**src/rtl/fg_pkg.sv**
```systemverilog
// Shared types and constants for the DDS waveform generator.
package fg_pkg;

  localparam int unsigned FG_LAT = 2;

  typedef enum logic [1:0] {
    FG_MODE_CONST  = 2'd0,
    FG_MODE_SQUARE = 2'd1,
    FG_MODE_SAW    = 2'd2,
    FG_MODE_TRI    = 2'd3
  } fg_mode_e;

  typedef enum logic [1:0] {
    ST_IDLE = 2'd0,
    ST_RUN  = 2'd1,
    ST_DONE = 2'd2
  } fg_state_e;

  typedef struct packed {
    fg_mode_e   mode;
    logic       radix;
    logic [7:0] burst;
  } fg_ctrl_t;

endpackage

```
**src/rtl/fg_prescaler.sv**
```systemverilog
// Tick generator: one tick every reload_i+1 enabled cycles.
module fg_prescaler #(
  parameter int unsigned PSC_W = 9
) (
  input  logic             clk_i,
  input  logic             rst_i,
  input  logic             en_i,
  input  logic             clear_i,
  input  logic [PSC_W-1:0] reload_i,
  output logic             tick_o
);

  logic [PSC_W-1:0] cnt_q;

  assign tick_o = en_i && (cnt_q == reload_i);

  always_ff @(posedge clk_i or posedge rst_i) begin
    if (rst_i) begin
      cnt_q <= '0;
    end else if (clear_i) begin
      cnt_q <= '0;
    end else if (en_i) begin
      cnt_q <= tick_o ? '0 : cnt_q + PSC_W'(1);
    end
  end

endmodule

```
**src/rtl/fg_dds_wavegen.sv**
```systemverilog
// Phase-accumulator waveform generator with shadowed config applied at period wrap.
// Optional burst mode (period count, DONE state) enabled by defining FG_BURST_EN.
module fg_dds_wavegen
  import fg_pkg::*;
#(
  parameter int unsigned DATA_W  = 8,
  parameter int unsigned PHASE_W = 16,
  parameter int unsigned PSC_W   = 9
) (
  input  logic               clk_i,
  input  logic               rst_i,
  input  logic               enable_i,
  input  logic               cfg_valid_i,
  output logic               cfg_ready_o,
  input  logic [1:0]         cfg_mode_i,
  input  logic               cfg_radix_i,
  input  logic [PSC_W-1:0]   cfg_psc_i,
  input  logic [PHASE_W-1:0] cfg_inc_i,
  input  logic [PHASE_W-1:0] cfg_duty_i,
  input  logic [DATA_W-1:0]  cfg_amp_i,
  input  logic [DATA_W-1:0]  cfg_offset_i,
  input  logic [7:0]         cfg_burst_i,
  output logic [DATA_W-1:0]  out_o,
  output logic               out_valid_o,
  output logic               wrap_o,
  output logic               burst_done_o
);

  localparam logic signed [DATA_W:0]     SQ_HI = (DATA_W+1)'((1 << (DATA_W-1)) - 1);
  localparam logic signed [DATA_W:0]     MID   = (DATA_W+1)'(1 << (DATA_W-1));
  localparam logic signed [2*DATA_W+1:0] Y_MAX = (2*DATA_W+2)'((1 << (DATA_W-1)) - 1);
  localparam logic signed [2*DATA_W+1:0] Y_MIN = ~Y_MAX;

  fg_state_e state_q, state_d;

  fg_ctrl_t                   sh_ctrl_q, act_ctrl_q;
  logic [PSC_W-1:0]           sh_psc_q, act_psc_q;
  logic [PHASE_W-1:0]         sh_inc_q, act_inc_q, sh_duty_q, act_duty_q;
  logic [DATA_W-1:0]          sh_amp_q, act_amp_q, sh_off_q, act_off_q;
  logic                       pending_q, has_cfg_q;

  logic                       accept, apply, tick, wrap_tick, burst_hit, flush;
  logic [PHASE_W-1:0]         phase_q;
  logic [PHASE_W:0]           phase_sum;

  logic [DATA_W-1:0]          p, q;
  logic signed [DATA_W:0]     raw_d, raw_q;
  logic [DATA_W-1:0]          s1_amp_q, s1_off_q;
  logic                       s1_radix_q;
  logic [FG_LAT-1:0]          vld_q;
  logic signed [2*DATA_W+1:0] prod, prod_sh, y_wide;
  logic [DATA_W-1:0]          y_sat, y_out;

  assign cfg_ready_o = !pending_q;
  assign accept      = cfg_valid_i && cfg_ready_o;
  assign phase_sum   = {1'b0, phase_q} + {1'b0, act_inc_q};
  assign wrap_tick   = tick && phase_sum[PHASE_W];
  // In RUN the shadow waits for the wrapping tick; elsewhere it lands the cycle after accept.
  assign apply       = pending_q && ((state_q == ST_RUN) ? wrap_tick : 1'b1);
  assign flush       = (state_d == ST_IDLE);
  assign out_valid_o = vld_q[FG_LAT-1];

  fg_prescaler #(.PSC_W(PSC_W)) u_psc (
    .clk_i    (clk_i),
    .rst_i    (rst_i),
    .en_i     (state_q == ST_RUN),
    .clear_i  (apply || (state_q != ST_RUN)),
    .reload_i (act_psc_q),
    .tick_o   (tick)
  );

  always_ff @(posedge clk_i or posedge rst_i) begin
    if (rst_i) begin
      pending_q  <= 1'b0;
      has_cfg_q  <= 1'b0;
      sh_ctrl_q  <= '0;
      sh_psc_q   <= '0;
      sh_inc_q   <= '0;
      sh_duty_q  <= '0;
      sh_amp_q   <= '0;
      sh_off_q   <= '0;
      act_ctrl_q <= '0;
      act_psc_q  <= '0;
      act_inc_q  <= '0;
      act_duty_q <= '0;
      act_amp_q  <= '0;
      act_off_q  <= '0;
    end else begin
      if (accept) begin
        pending_q <= 1'b1;
        sh_ctrl_q <= '{mode: fg_mode_e'(cfg_mode_i), radix: cfg_radix_i, burst: cfg_burst_i};
        sh_psc_q  <= cfg_psc_i;
        sh_inc_q  <= cfg_inc_i;
        sh_duty_q <= cfg_duty_i;
        sh_amp_q  <= cfg_amp_i;
        sh_off_q  <= cfg_offset_i;
      end
      if (apply) begin
        pending_q  <= 1'b0;
        has_cfg_q  <= 1'b1;
        act_ctrl_q <= sh_ctrl_q;
        act_psc_q  <= sh_psc_q;
        act_inc_q  <= sh_inc_q;
        act_duty_q <= sh_duty_q;
        act_amp_q  <= sh_amp_q;
        act_off_q  <= sh_off_q;
      end
    end
  end

  always_ff @(posedge clk_i or posedge rst_i) begin
    if (rst_i) begin
      state_q <= ST_IDLE;
      phase_q <= '0;
      wrap_o  <= 1'b0;
    end else begin
      state_q <= state_d;
      wrap_o  <= wrap_tick;
      if (apply || (state_q == ST_IDLE)) begin
        phase_q <= '0;
      end else if (tick) begin
        phase_q <= phase_sum[PHASE_W-1:0];
      end
    end
  end

  always_comb begin
    state_d = state_q;
    case (state_q)
      ST_IDLE: if (enable_i && has_cfg_q) state_d = ST_RUN;
      ST_RUN:  if (!enable_i) state_d = ST_IDLE;
               else if (burst_hit) state_d = ST_DONE;
      ST_DONE: if (!enable_i) state_d = ST_IDLE;
               else if (apply) state_d = ST_RUN;
      default: state_d = ST_IDLE;
    endcase
  end

`ifdef FG_BURST_EN
  logic [7:0] burst_cnt_q;

  always_ff @(posedge clk_i or posedge rst_i) begin
    if (rst_i) begin
      burst_cnt_q <= '0;
    end else if (apply || (state_q == ST_IDLE)) begin
      burst_cnt_q <= '0;
    end else if (wrap_tick) begin
      burst_cnt_q <= burst_cnt_q + 8'd1;
    end
  end

  // A wrap that installs a new config restarts the count instead of finishing.
  assign burst_hit    = wrap_tick && !apply && (act_ctrl_q.burst != 8'd0) &&
                        (burst_cnt_q + 8'd1 == act_ctrl_q.burst);
  assign burst_done_o = (state_q == ST_DONE);
`else
  logic burst_unused;
  assign burst_unused = ^act_ctrl_q.burst;
  assign burst_hit    = 1'b0;
  assign burst_done_o = 1'b0;
`endif

  always_comb begin
    p     = phase_q[PHASE_W-1 -: DATA_W];
    q     = phase_q[PHASE_W-2 -: DATA_W] ^ {DATA_W{phase_q[PHASE_W-1]}};
    raw_d = '0;
    case (act_ctrl_q.mode)
      FG_MODE_SQUARE: raw_d = (phase_q < act_duty_q) ? SQ_HI : -SQ_HI;
      FG_MODE_SAW:    raw_d = $signed({1'b0, p}) - MID;
      FG_MODE_TRI:    raw_d = $signed({1'b0, q}) - MID;
      default:        raw_d = '0;
    endcase
  end

  always_comb begin
    prod    = $signed({{(DATA_W+1){raw_q[DATA_W]}}, raw_q}) *
              $signed({{(DATA_W+1){1'b0}}, s1_amp_q});
    prod_sh = prod >>> DATA_W;
    y_wide  = prod_sh + $signed({{(DATA_W+2){s1_off_q[DATA_W-1]}}, s1_off_q});
    if (y_wide > Y_MAX)      y_sat = Y_MAX[DATA_W-1:0];
    else if (y_wide < Y_MIN) y_sat = Y_MIN[DATA_W-1:0];
    else                     y_sat = y_wide[DATA_W-1:0];
    y_out = s1_radix_q ? {~y_sat[DATA_W-1], y_sat[DATA_W-2:0]} : y_sat;
  end

  // Gain/offset/radix travel with the sample so a wrap-time apply cannot alter in-flight data.
  always_ff @(posedge clk_i or posedge rst_i) begin
    if (rst_i) begin
      vld_q      <= '0;
      raw_q      <= '0;
      s1_amp_q   <= '0;
      s1_off_q   <= '0;
      s1_radix_q <= 1'b0;
      out_o      <= '0;
    end else if (flush) begin
      vld_q <= '0;
      out_o <= '0;
    end else begin
      vld_q <= {vld_q[FG_LAT-2:0], tick};
      if (tick) begin
        raw_q      <= raw_d;
        s1_amp_q   <= act_amp_q;
        s1_off_q   <= act_off_q;
        s1_radix_q <= act_ctrl_q.radix;
      end
      if (vld_q[0]) out_o <= y_out;
    end
  end

endmodule

```
**config.mk**
```make
export PLATFORM = sky130hd
export DESIGN_NAME = fg_dds_wavegen
export DESIGN_NICKNAME = d
export VERILOG_FILES = /design/src/rtl/fg_pkg.sv /design/src/rtl/fg_prescaler.sv /design/src/rtl/fg_dds_wavegen.sv
export SDC_FILE = /design/constraint.sdc
export NUM_CORES = 1
export LEC_CHECK = 0
export CAP_MARGIN = 20
export CORE_MARGIN = 2
export CORE_UTILIZATION = 54
export DETAILED_ROUTE_END_ITERATION = 7
export PLACE_DENSITY_LB_ADDON = 0.08
export SLEW_MARGIN = 15
export SYNTH_ARGS = -nofsm -noshare
export SYNTH_HDL_FRONTEND = slang
export SYNTH_SLANG_ARGS = --single-unit
export TNS_END_PERCENT = 30
```
**constraint.sdc**
```tcl
create_clock -name clk_i -period 6 [get_ports clk_i]
set_input_delay 0.9 -clock clk_i [delete_from_list [all_inputs] [get_ports clk_i]]
set_output_delay 0.9 -clock clk_i [all_outputs]
set_load 0.01 [all_outputs]
```
## Word-level counts from Yosys, hierarchy flattened

Index checks and enable logic that the tools add are counted.

- Word-level logic and storage cells: 81
- Input port bits: 72
- Output and inout bits: 12
- Register bits: 186

- Add/subtract/negate cells: 5
- Reductions and logical operators: 15
- Equal/unequal tests: 7
- Bitwise logic cells: 3
- Multipliers: 1
- Mux-type cells: 21
- Magnitude comparators: 3

Operator list:

| operator | number |
|---|---|
| 8-bit two-way mux | 5 |
| 9-bit two-way mux | 4 |
| 16-bit two-way mux | 2 |
| 9-bit case mux with 3 select lines | 1 |
| 9-bit by 9-bit multiplier with 18-bit output | 1 |
| 8-bit by 8-bit subtractor with 9-bit output, second input constant | 2 |
| 16-bit by 16-bit adder with 17-bit output | 1 |
| 16-bit less-than comparator | 1 |
| 10-bit by 8-bit adder with 11-bit output | 1 |
| 11-bit by 8-bit > comparator with 1-bit output, second input constant | 1 |
| 11-bit by 8-bit less-than comparator with 1-bit output, second input constant | 1 |
| 2-bit two-way mux | 5 |
| 9-bit by 1-bit adder with 9-bit output, second input constant | 1 |
| 9-bit == test | 1 |
| 2-bit nonzero test | 4 |
| 8-bit XOR | 1 |
| 2-bit == test, second input constant | 3 |
| 2-bit case mux with 3 select lines | 1 |
| 1-bit logical AND | 5 |
| 2-bit by 1-bit == test with 1-bit output, second input constant | 2 |
| 2-bit logical NOT | 2 |
| 1-bit two-way mux | 3 |
| 1-bit logical OR | 2 |
| 2-bit by 1-bit != test with 1-bit output, second input constant | 1 |
| other kinds (3) | 4 |

## Logic depth before layout (Yosys ltp)

Gate-level depths: netlist (run 1).

- Word-level depth: 11
- Gate-level depth with buffers: 26
- Depth with buffers taken out: 25

## Hierarchy

From an unflattened synthesis (run 1), not the netlist that was laid out.

- Cells, all modules: 1052
- Area, all modules: 11755.0 sq um

By module, submodules not included:

| module | instances | seq. area each (sq um) | cells each | area each (sq um) |
|---|---|---|---|---|
| fg_dds_wavegen | 1 | 4404.2 | 988 | 11144.4 |
| fg_prescaler | 1 | 225.2 | 64 | 610.6 |

## Least setup slack after synthesis (run 1)

Ideal clock, no wire load.

- Path type: register to register
- Start: register raw_q[7]
- End: register out_o[0]
- Data arrival time: 6.253 ns
- Cell stages (with the launch flop): 25
- Setup time: 0.153 ns
- Slack: -0.406 ns
- Required time: 5.847 ns
- Path buffers: 1
- Period minus slack after synthesis: 6.406 ns
- Cells stage by stage: dfrtp_1 > clkbuf_1 > nand2_1 > fa_1 > inv_1 > fa_1 > inv_1 > fa_1 > inv_1 > fa_1 > ha_1 > nor4_1 > o21ai_1 > and3_1 > o41a_1 > a41oi_1 > and2b_1 > xnor2_1 > ha_1 > a21o_1 > o41a_1 > a31oi_1 > mux2_2 > a32oi_2 > a22oi_1

- Cells in the longest elaborated chain, start to end: 8
- Elaborated cells on any way between the ends: 9
- Those cells by class: 1 x add/sub; 1 x mul; 2 x order compare; 5 x mux

RTL lines:

| what | RTL line | RTL |
|---|---|---|
| from (decl) | fg_dds_wavegen.sv:47 | `logic signed [DATA_W:0] raw_d, raw_q;` |
| from (signal assigned) | fg_dds_wavegen.sv:201 | `raw_q <= raw_d;` |
| 9-bit by 9-bit multiplier with 18-bit output (*) | fg_dds_wavegen.sv:176 | `prod = $signed({{(DATA_W+1){raw_q[DATA_W]}}, raw_q}) *` |
| 10-bit by 8-bit adder with 11-bit output (*) | fg_dds_wavegen.sv:179 | `y_wide = prod_sh + $signed({{(DATA_W+2){s1_off_q[DATA_W-1]}}, s1_off_q});` |
| 11-bit by 8-bit less-than comparator with 1-bit output | fg_dds_wavegen.sv:181 | `else if (y_wide < Y_MIN) y_sat = Y_MIN[DATA_W-1:0];` |
| 8-bit two-way mux | fg_dds_wavegen.sv:181 |  |
| 8-bit two-way mux (*) | fg_dds_wavegen.sv:180 | `if (y_wide > Y_MAX) y_sat = Y_MAX[DATA_W-1:0];` |
| 8-bit two-way mux (*) | fg_dds_wavegen.sv:183 | `y_out = s1_radix_q ? {~y_sat[DATA_W-1], y_sat[DATA_W-2:0]} : y_sat;` |
| 8-bit two-way mux (*) | fg_dds_wavegen.sv:206 | `if (vld_q[0]) out_o <= y_out;` |
| 8-bit two-way mux (*) | fg_dds_wavegen.sv:195 | `end else if (flush) begin` |
| to (signal assigned) | fg_dds_wavegen.sv:206 |  |
| to (decl) | fg_dds_wavegen.sv:23 | `output logic [DATA_W-1:0] out_o,` |

Every way passes the cells marked *; elsewhere a longest branch is shown, timed or not. The select of a mux whose other input is x is not followed.
A chain may end at the register's enable or synchronous reset.

## Worst setup path in the final report (run 1)

- Start: register raw_q[7]
- End: register out_o[2]

Same word-level chain as after synthesis.

==> impl_metrics.yaml, run 1 <==
placed_design:
  hpwl_mm: 16.08
  gp_congestion: 0.8200
  post_dp_cell_area_um2: 13050
  placedCellCount: 1394
  port_buffers: 74
worst_setup_path:
  start_kind: "flip-flop"
  max_stage_delay_ns: 0.56
  cpMaxStageDelayCell: "fa_2"
  cp.arrival_ns: 6.50
  crit_path_end_kind: "flip-flop"
  r2r_setup_slack_ns: -0.21
  crit_buf_inv: 5
  r2r-end: "out_o[2]$_DFFE_PP0P_"
  r2r_cells: 25
  required_ns: 6.29
  crit_type: "flip-flop to flip-flop"
  cpLargestDelayFamily: "adder cells"
  regToRegStartpoint: "raw_q[7]$_DFFE_PP0P_"
  critPathMaxFanout: 7
  crit_start: "raw_q[7]$_DFFE_PP0P_"
logic_synthesis:
  syn-num-nets: 1222
  synth_cell_types: 66
  synth_area_leader_cell: "dfrtp_1"
  netlist.area_leader.share_pct: 39.63
  yosysMostFrequentCell: "dfrtp_1"
  synth-main-ff-cell: "dfrtp_1"
  synth-seq-cells: 185
  async_reset_ff_share_pct: 100.0
  synth.area.top_cells: "dfrtp_1, fa_1, ha_1"
  syn_area_um2: 11680
  synthCells: 1017
  syn_avg_cell_area_um2: 11.49
  synthTopCellsByCount: "dfrtp_1, inv_1, nand2_1, ha_1, mux2_2"
  synth-edff-count: 0
  ys_seq_area_share_pct: 39.63
  synth.yosys.warnings: 0
sta:
  final_max_slew_viol_count: 0
  fmax_mhz: 161.0
  setup-violations-final: 8
  worst_slew_pin_slew_ns: 0.8107
  finalCritPeriodShare_pct: 103.5
  setup_ws_ns: -0.2125
  max_slew_margin_pct: 45.47
  fin_skew_ns: 0.01421
  period_needed_ns: 6.212
  fin_tns_setup_ns: -1.448
  rsz0062_at_grt: "yes"
  hold_viol_final: 0
routing:
  drtPass1Iterations: 4
  drt_iter0_markers: 325
  wirelength_mm: 22.13
  drc_errors: 0
  ant_nets: 0
  vias: 7540
  post_drt_wl_per_cell_um: 15.42
  viasPerCell: 5.254
final_layout:
  instances_no_fill: 1435
  drive_above_1_share_pct: 22.50
  antennaDiodeCount: 0
  syn_to_final_growth_pct: 18.54
  fin_nets: 1352
  design_area_um2: 13850
  postLayoutCoreUtil_pct: 65.46
worst_hold_path:
  min_to: "has_cfg_q$_DFFE_PP0P_"
  holdPathStages: 1
  hold_start: "has_cfg_q$_DFFE_PP0P_"
  hold_path_class: "flip-flop to flip-flop"
floorplan:
  die_h_um: 151.1
  core_um2: 21150
  chipWidth_um: 151.1
  io_pins: 84
  fp.dieArea_um2: 22820
  initial_core_util_pct: 55.22
  num_rows: 53
clocking:
  cts_tree: "yes"
  cts-root-buf: "clkbuf_16"
  cts_made_buffers: 17
  cts_buffer_depth: 2
  clk_latency_ns: 0.43
  cts.clk_slew.worst_paths_ns: 0.08
  clkSinkCount: 185
  htreeDepth: 4
pwr:
  power_mw: 4.639
  cellPowerDensity_nw_per_um2: 335.0
  vdd_drop_max_mv: 0.1718
  cellLeakagePower_nw: 6.795
global_route:
  gr-total-overflow: 0
  grt_pass1_wl_mm: 38.36
  grt_pass1_vias: 7837
  grt_start_max_net_pins: 91
  grtUsageTotal_pct: 21.22
  antenna_found_initial: 1
outcome:
  violations: "negative setup slack"
  outcome: "complete, but fails checks"
flow_run:
  cap_viol_max_count: 0
[area by class of cell]
cell class / count / area (um2)
tap: 275 / 344.1
fill: 1696 / 7307
multi-input combinational: 710 / 6636
sequential: 185 / 4634
timing repair buffer: 144 / 1299
inverter: 89 / 339.1
clock inverter: 13 / 151.4
clock buffer: 19 / 442.9
[metrics by stage]
step / setup WS (ns) / hold WS, ns
2_1_floorplan: 0.002566 / 0.4342
3_3_place_gp: -0.2410 / 0.4581
3_5_place_dp: -0.3438 / 0.4520
4_1_cts: -0.2780 / 0.4707
5_1_grt: -0.4356 / 0.4995
6_report: -0.2125 / 0.4662
[registers in the layout, indices dropped and copies added, names as in the netlist, 9 cells and up]
signal	count
act_inc_q	16
act_duty_q	16
sh_inc_q	16
u_psc.cnt_q	9
phase_q	16
sh_psc_q	9
sh_duty_q	16
act_psc_q	9
[repair_timing]
item	4_1_cts	5_1_grt
gates cloned	0	0
buffers inserted	2	6
hold buffers	0	0
gates resized for setup	10	15
setup endpoints to repair	8	8
pin swaps	6	11
[cells in the final DEF, fill, tap and decap left out, types with 10 or more instances in the layout]
cell type / instances
mux2_2: 60
buf_4: 66
mux2_1: 19
a21o_1: 19
mux2_4: 59
dfrtp_1: 181
xnor2_1: 25
o21ai_0: 15
nor3_1: 10
o21ai_1: 16
ha_1: 74
xor2_1: 22
and2_1: 38
clkbuf_16: 17
a21oi_1: 41
nand3_1: 18
nand2_1: 78
nor2_1: 42
fa_1: 55
inv_1: 85
clkdlybuf4s50_1: 74
[worst register-to-register path, cell delays in order, from the launching register on]
cell      delay (ns)
dfrtp_2         0.38
buf_4           0.13
nand2_4         0.06
fa_1            0.53
inv_1           0.05
fa_1            0.49
inv_1           0.05
fa_1            0.47
inv_1           0.06
fa_2            0.56
ha_1            0.24
o211ai_1        0.09
nand2_1         0.10
and3_4          0.18
o41a_1          0.37
a41oi_2         0.17
and2b_1         0.18
xnor2_2         0.09
ha_1            0.32
a21o_1          0.20
o41a_1          0.34
a31oi_1         0.19
mux2_4          0.36
a32oi_4         0.22
buf_12          0.16
o221ai_2        0.09
[worst max path at each step]
stage	endpoint	slack, ns	cells past startpoint
after detailed placement	out_o[6]$_DFFE_PP0P_	-0.34	23
after CTS	out_o[6]$_DFFE_PP0P_	-0.28	22
after global placement	out_o[3]$_DFFE_PP0P_	-0.24	23
after global routing	out_o[2]$_DFFE_PP0P_	-0.44	25
after floorplan	out_o[0]$_DFFE_PP0P_	0.003	24
final	out_o[2]$_DFFE_PP0P_	-0.21	25
[where the power goes]
part	total, mW	switching, mW	internal [mW]	leakage, nW
clock network	1.13	0.561	0.573	0.290
registers	1.91	0.286	1.62	2.29
logic	1.60	0.693	0.902	4.22
[layer usage]
layer,vias to the layer above,GRT usage (%),routed length (um)
li1,3725,-,-
met1,3724,29.38,10570
met2,78,36.05,10930
met3,13,3.404,448
met4,0,3.645,183
met5,-,0,0
[cell families after synthesis]
group / synth area share (%)
fa+ha+maj: 17.91
buf+inv: 4.895
compound gates: 8.226
xor+xnor: 3.674
other cells: 0.03210
simple gates: 10.29
mux: 15.34
flops: 39.63
(Power assumes the default switching activity.)
==> run 2: changes to the inputs <==
ABC_CLOCK_PERIOD_IN_PS = 6000   (was default)
==> results of run 2 <==
The final DEF is identical to that of run 1; final timing and power are the same.
==> run 3: changes to the inputs <==
RECOVER_POWER = 100   (was default)
==> impl_metrics.yaml, run 3 (synthesis gave the netlist of run 1 again) <==
global_route:
  grt_pass1_wl_mm: 38.36
  grt_start_max_net_pins: 91
  grtUsageTotal_pct: 21.22
  antenna_found_initial: 1
  gr-total-overflow: 0
  grt_pass1_vias: 7837
floorplan:
  num_rows: 53
  core_um2: 21150
  chipWidth_um: 151.1
  fp.dieArea_um2: 22820
  io_pins: 84
  initial_core_util_pct: 55.22
  die_h_um: 151.1
routing:
  ant_nets: 0
  drtPass1Iterations: 4
  post_drt_wl_per_cell_um: 15.38
  drt_iter0_markers: 326
  wirelength_mm: 22.08
  vias: 7543
  drc_errors: 0
  viasPerCell: 5.256
sta:
  rsz0062_at_grt: "yes"
  hold_viol_final: 0
  period_needed_ns: 6.208
  max_slew_margin_pct: -122.3
  finalCritPeriodShare_pct: 103.5
  fmax_mhz: 161.1
  worst_slew_pin_slew_ns: 3.331
  final_max_slew_viol_count: 196
  setup_ws_ns: -0.2078
  setup-violations-final: 8
  fin_skew_ns: 0.01517
pwr:
  vdd_drop_max_mv: 0.1738
  cellLeakagePower_nw: 6.588
  cellPowerDensity_nw_per_um2: 328.4
worst_setup_path:
  start_kind: "flip-flop"
  cpMaxStageDelayCell: "fa_2"
  max_stage_delay_ns: 0.56
  crit_path_end_kind: "flip-flop"
  crit_start: "raw_q[7]$_DFFE_PP0P_"
  regToRegStartpoint: "raw_q[7]$_DFFE_PP0P_"
  crit_type: "flip-flop to flip-flop"
  cp.arrival_ns: 6.50
  critPathMaxFanout: 7
  required_ns: 6.29
clocking:
  clkSinkCount: 185
  cts.clk_slew.worst_paths_ns: 0.08
  cts-root-buf: "clkbuf_16"
  cts_hold_buffers: 0
  cts_tree: "yes"
  cts_made_buffers: 17
  htreeDepth: 4
  clk_latency_ns: 0.43
  cts_buffer_depth: 2
worst_hold_path:
  hold_path_class: "flip-flop to flip-flop"
  hold_start: "has_cfg_q$_DFFE_PP0P_"
final_layout:
  fin_nets: 1352
  final_cell_mix: "dfrtp_1, inv_1, nand2_1"
  drive_above_1_share_pct: 16.72
  instances_no_fill: 1435
  syn_to_final_growth_pct: 16.05
  antennaDiodeCount: 0
  final_common_cell: "dfrtp_1"
outcome:
  violations: "max-capacitance violations, max-slew violations, negative setup slack"
  outcome: "complete, but fails checks"
placed_design:
  gp_congestion: 0.8200
  hpwl_mm: 16.08
  placedCellCount: 1394
  port_buffers: 74
  place_ws_ns: -0.3438
flow_run:
  cap_viol_max_count: 3
[run 3: repair_timing]
item                                    4_1_cts  5_1_grt
buffers inserted                              2        6
cloned                                        0        0
endpoints found under the setup margin        8        8
resized for setup                            10       15
pin swaps                                     6       11
[run 3: critical path, delay by kind of cell, from the launching register on]
kind                     cells  cell delay, ns
flip-flops                   1            0.38
multiplexers                 1            0.36
AO/OA/AOI/OAI                8            1.67
adder cells (fa/ha/maj)      6            2.61
AND/OR/NAND/NOR              4            0.52
XOR/XNOR                     1            0.09
buffers and inverters        5            0.45
[run 3: cell type report]
cell class	count	area [um2]
inverter	89	334.1
fill	1767	7599
timing repair buffer	144	1266
sequential	185	4634
tap	275	344.1
clock buffer	19	442.9
multi-input combinational	710	6382
clock inverter	13	151.4
[run 3: metal layers]
layer | global-route usage (%) | wire length [um]
met2 | 36.05 | 10930
met4 | 3.645 | 195
met1 | 29.38 | 10400
met5 | 0 | 0
met3 | 3.404 | 549
[run 3: final timing paths]
kind	to	slack (ns)	cells after the start
min in group asynchronous	sh_off_q[4]$_DFFE_PP0P_	2.16	2
setup / recovery	out_o[2]$_DFFE_PP0P_	-0.21	25
setup reg to reg	out_o[2]$_DFFE_PP0P_	-0.21	25
max in group asynchronous	s1_amp_q[3]$_DFFE_PP0P_	1.22	3
hold reg to reg	has_cfg_q$_DFFE_PP0P_	0.47	1
hold / removal	has_cfg_q$_DFFE_PP0P_	0.47	1
[run 3: metrics by stage]
stage	utilization (%)	hold WS, ns	cell area (um2)	TNS [ns]	power [mW]
CTS	64.74	0.4707	13690	-2.008	4.635
global placement	61.70	0.4581	13050	-1.751	3.435
global route	64.08	0.4995	13560	-3.255	4.787
finish	64.08	0.4668	13560	-1.408	4.452
floorplan	-	0.4342	11750	0	3.000
detailed placement	61.70	0.4520	13050	-2.408	3.477
[run 3: where the power goes]
part           switching (mW)  internal (mW)  total [mW]
registers               0.267           1.62        1.89
clock network           0.560          0.573        1.13
logic                   0.684          0.744        1.43
total                    1.51           2.94        4.45
==> edit, RTL diff (config.mk and constraints of run 1) <==
The 3 states of `fg_state_e` get a one-hot encoding in 3 bits.
--- a/src/rtl/fg_pkg.sv
+++ b/src/rtl/fg_pkg.sv
@@ -10,10 +10,10 @@
     FG_MODE_TRI    = 2'd3
   } fg_mode_e;
 
-  typedef enum logic [1:0] {
-    ST_IDLE = 2'd0,
-    ST_RUN  = 2'd1,
-    ST_DONE = 2'd2
+  typedef enum logic [2:0] {
+    ST_IDLE = 3'b001,
+    ST_RUN  = 3'b010,
+    ST_DONE = 3'b100
   } fg_state_e;
 
   typedef struct packed {
Behaviour: same outputs for any inputs over 4 cycles, from zero or initial values and one cycle with rst_i high; so few cycles prove little.
==> edit against run 1 <==
Synthesized area down 2.0%. Setup slack better by 310 ps. Design area up 0.36%. Routed wire length about the same. Global-route usage down 0.53 points. Critical endpoint unchanged. Sequential cell count up 1. Core utilization up 1.1 points.
Power is not compared: it rests on default switching activity, and its combinational part moved more than twofold at a synthesized area within 25%.
==> edit: results (changes against run 1) <==
[synth]
synthTopCellsByCount=dfrtp_1 (185), mux2_2 (132), inv_1 (91)  ; was dfrtp_1 (185), inv_1 (89), nand2_1 (81)
syn-num-nets=1222  ; unchanged
ys_warn_count=0  ; unchanged
synthTopCellsByArea=dfrtp_1 (40%), mux2_2 (13%), fa_1 (10%), ha_1 (8.3%), inv_1 (3.0%)  ; was dfrtp_1 (40%), fa_1 (9.8%), ha_1 (8.1%), mux2_4 (7.5%), mux2_2 (5.9%)
synth_fa_ha_area_frac=0.183  ; was 0.179
yosys-mux-area-fraction=0.140  ; was 0.153
synth_compound_area_frac=0.0768  ; was 0.0823
ys_seq_elements=186  ; was 185
synth-xor-area-share=0.0413  ; was 0.0367
ys_seq_area_frac=0.407  ; was 0.396
yosysUniqueCellTypes=59  ; was 66

[critical_path]
crit_fanout=7  ; unchanged
slowest_delay_ps=560  ; about the same
cp_slowest_cell=fa_1  ; was fa_2
cp_top_family=adder cells  ; unchanged
arrival_ps=6250  ; was 6500 ps

[finish]
nMultiInputCombCells=705  ; was 710
n_clock_buffer=19  ; unchanged
clock_area_frac=0.0416  ; was 0.0429
nNonClkBuffers=142  ; was 144
regArea_mm2=0.00467  ; was 0.00463 mm²
num_antenna_cells=0  ; unchanged
nNetsFinal=1349  ; was 1352
multi_input_area_share=0.481  ; was 0.479
bufAreaShareNonClock=0.0917  ; was 0.0938
final_core_util=0.665  ; was 0.655
drive_above_1_share=0.276  ; was 0.225
nFillCells=1639  ; was 1696
n_all_inverters=92  ; was 89

[route]
vias_per_cell=5.32  ; was 5.25
drtPass1Iterations=4  ; unchanged
num_vias=7618  ; was 7540
drcViolationCount=0  ; unchanged
drt-wirelength-per-cell_um=15.5  ; was 15.4 µm
drtIter0Drc=269  ; was 325

[clock_tree]
cts_buffers=17  ; unchanged
clk_pin_slew_ps=80  ; about the same
clockRootBuffer=clkbuf_16  ; unchanged
cts.path.max_buffers=2  ; unchanged

[timing]
drv_slew=0  ; unchanged
tightest_slew_ps=962  ; was 811 ps
skew_ps=14.1  ; was 14.2 ps

[place]
gp_congestion=0.873  ; was 0.820
placed_cells=1386  ; was 1394
post-place-ws_ps=-232  ; was -344 ps
placedInstanceArea_mm2=0.0128  ; was 0.0131 mm²
dpl.hpwl_mm=16.0  ; was 16.1 mm

[power]
p_leak_nw=6.59
powerDensity_mw_per_mm2=240
peakVddDrop_v=0.000196

[floorplan]
die-width_um=150  ; was 151 µm

[global_route]
grt_max_degree=142  ; was 91
antenna_found_initial=0  ; was 1
grt_first_pass_wirelength_mm=37.1  ; was 38.4 mm
grt_usage=0.207  ; was 0.212
grt_pass1_vias=7658  ; was 7837

[status]
status=finished clean  ; was finished with violations

[min_path]
hp-class=flop to flop  ; unchanged

==> edit: final timing paths <==
check	from	end	slack (ps)	depth (start not counted)
max	raw_q[7]	out_o[2]	100	22
min	act_off_q[1]	s1_off_q[1]	490	2
max reg2reg	raw_q[7]	out_o[2]	100	22
min reg2reg	act_off_q[1]	s1_off_q[1]	490	2
max in group asynchronous	rst_i	raw_q[5]	3690	3
min in group asynchronous	rst_i	sh_inc_q[15]	1070	2
==> edit: kinds of logic (layout without fill, tap and decap cells) <==
family	Yosys count	after routing
simple gates	241	241
mux	141	141
other cells	1	1
flops	186	186
fa+ha+maj	133	133
xor+xnor	54	54
compound gates	135	135
buf+inv	126	266
==> edit: metal layers <==
metal  GRT usage  vias up  part of all wire
met2       0.344      107              0.49
met4      0.0481        0             0.010
li1            -     3730                 -
met3      0.0314       20             0.024
met5           0        -                 0
met1       0.288     3761              0.47
==> edit: worst reg2reg max path, stage by stage (launching register included) <==
cell and delay (ps):
dfrtp_2 480, nand2_2 110, buf_4 150, fa_2 500
fa_1 560, inv_1 60, fa_1 460, fa_1 550
ha_4 320, nand3_1 100, a211oi_2 230, a211oi_4 110
buf_4 170, xnor2_4 160, ha_4 230, a21o_1 190
a31o_2 230, o41ai_2 250, buf_4 180, mux2i_1 170
a211oi_1 70, or3_4 450, o2111ai_2 110
==> edit: power groups by stage <==
stage | registers [mW] | logic (mW) | clock network, mW
4_1_cts | 1.62 | 0.633 | 1.11
3_5_place_dp | 1.64 | 0.627 | 0
6_report | 1.62 | 0.628 | 1.08
2_1_floorplan | 1.58 | 0.517 | 0
5_1_grt | 1.65 | 0.709 | 1.17
3_3_place_gp | 1.63 | 0.613 | 0
==> edit: timing repair <==
item / in CTS / in global routing
pin swaps: 2 / 38
buffers inserted: 0 / 14
setup endpoints to repair: 8 / 8
gates resized for setup: 6 / 76
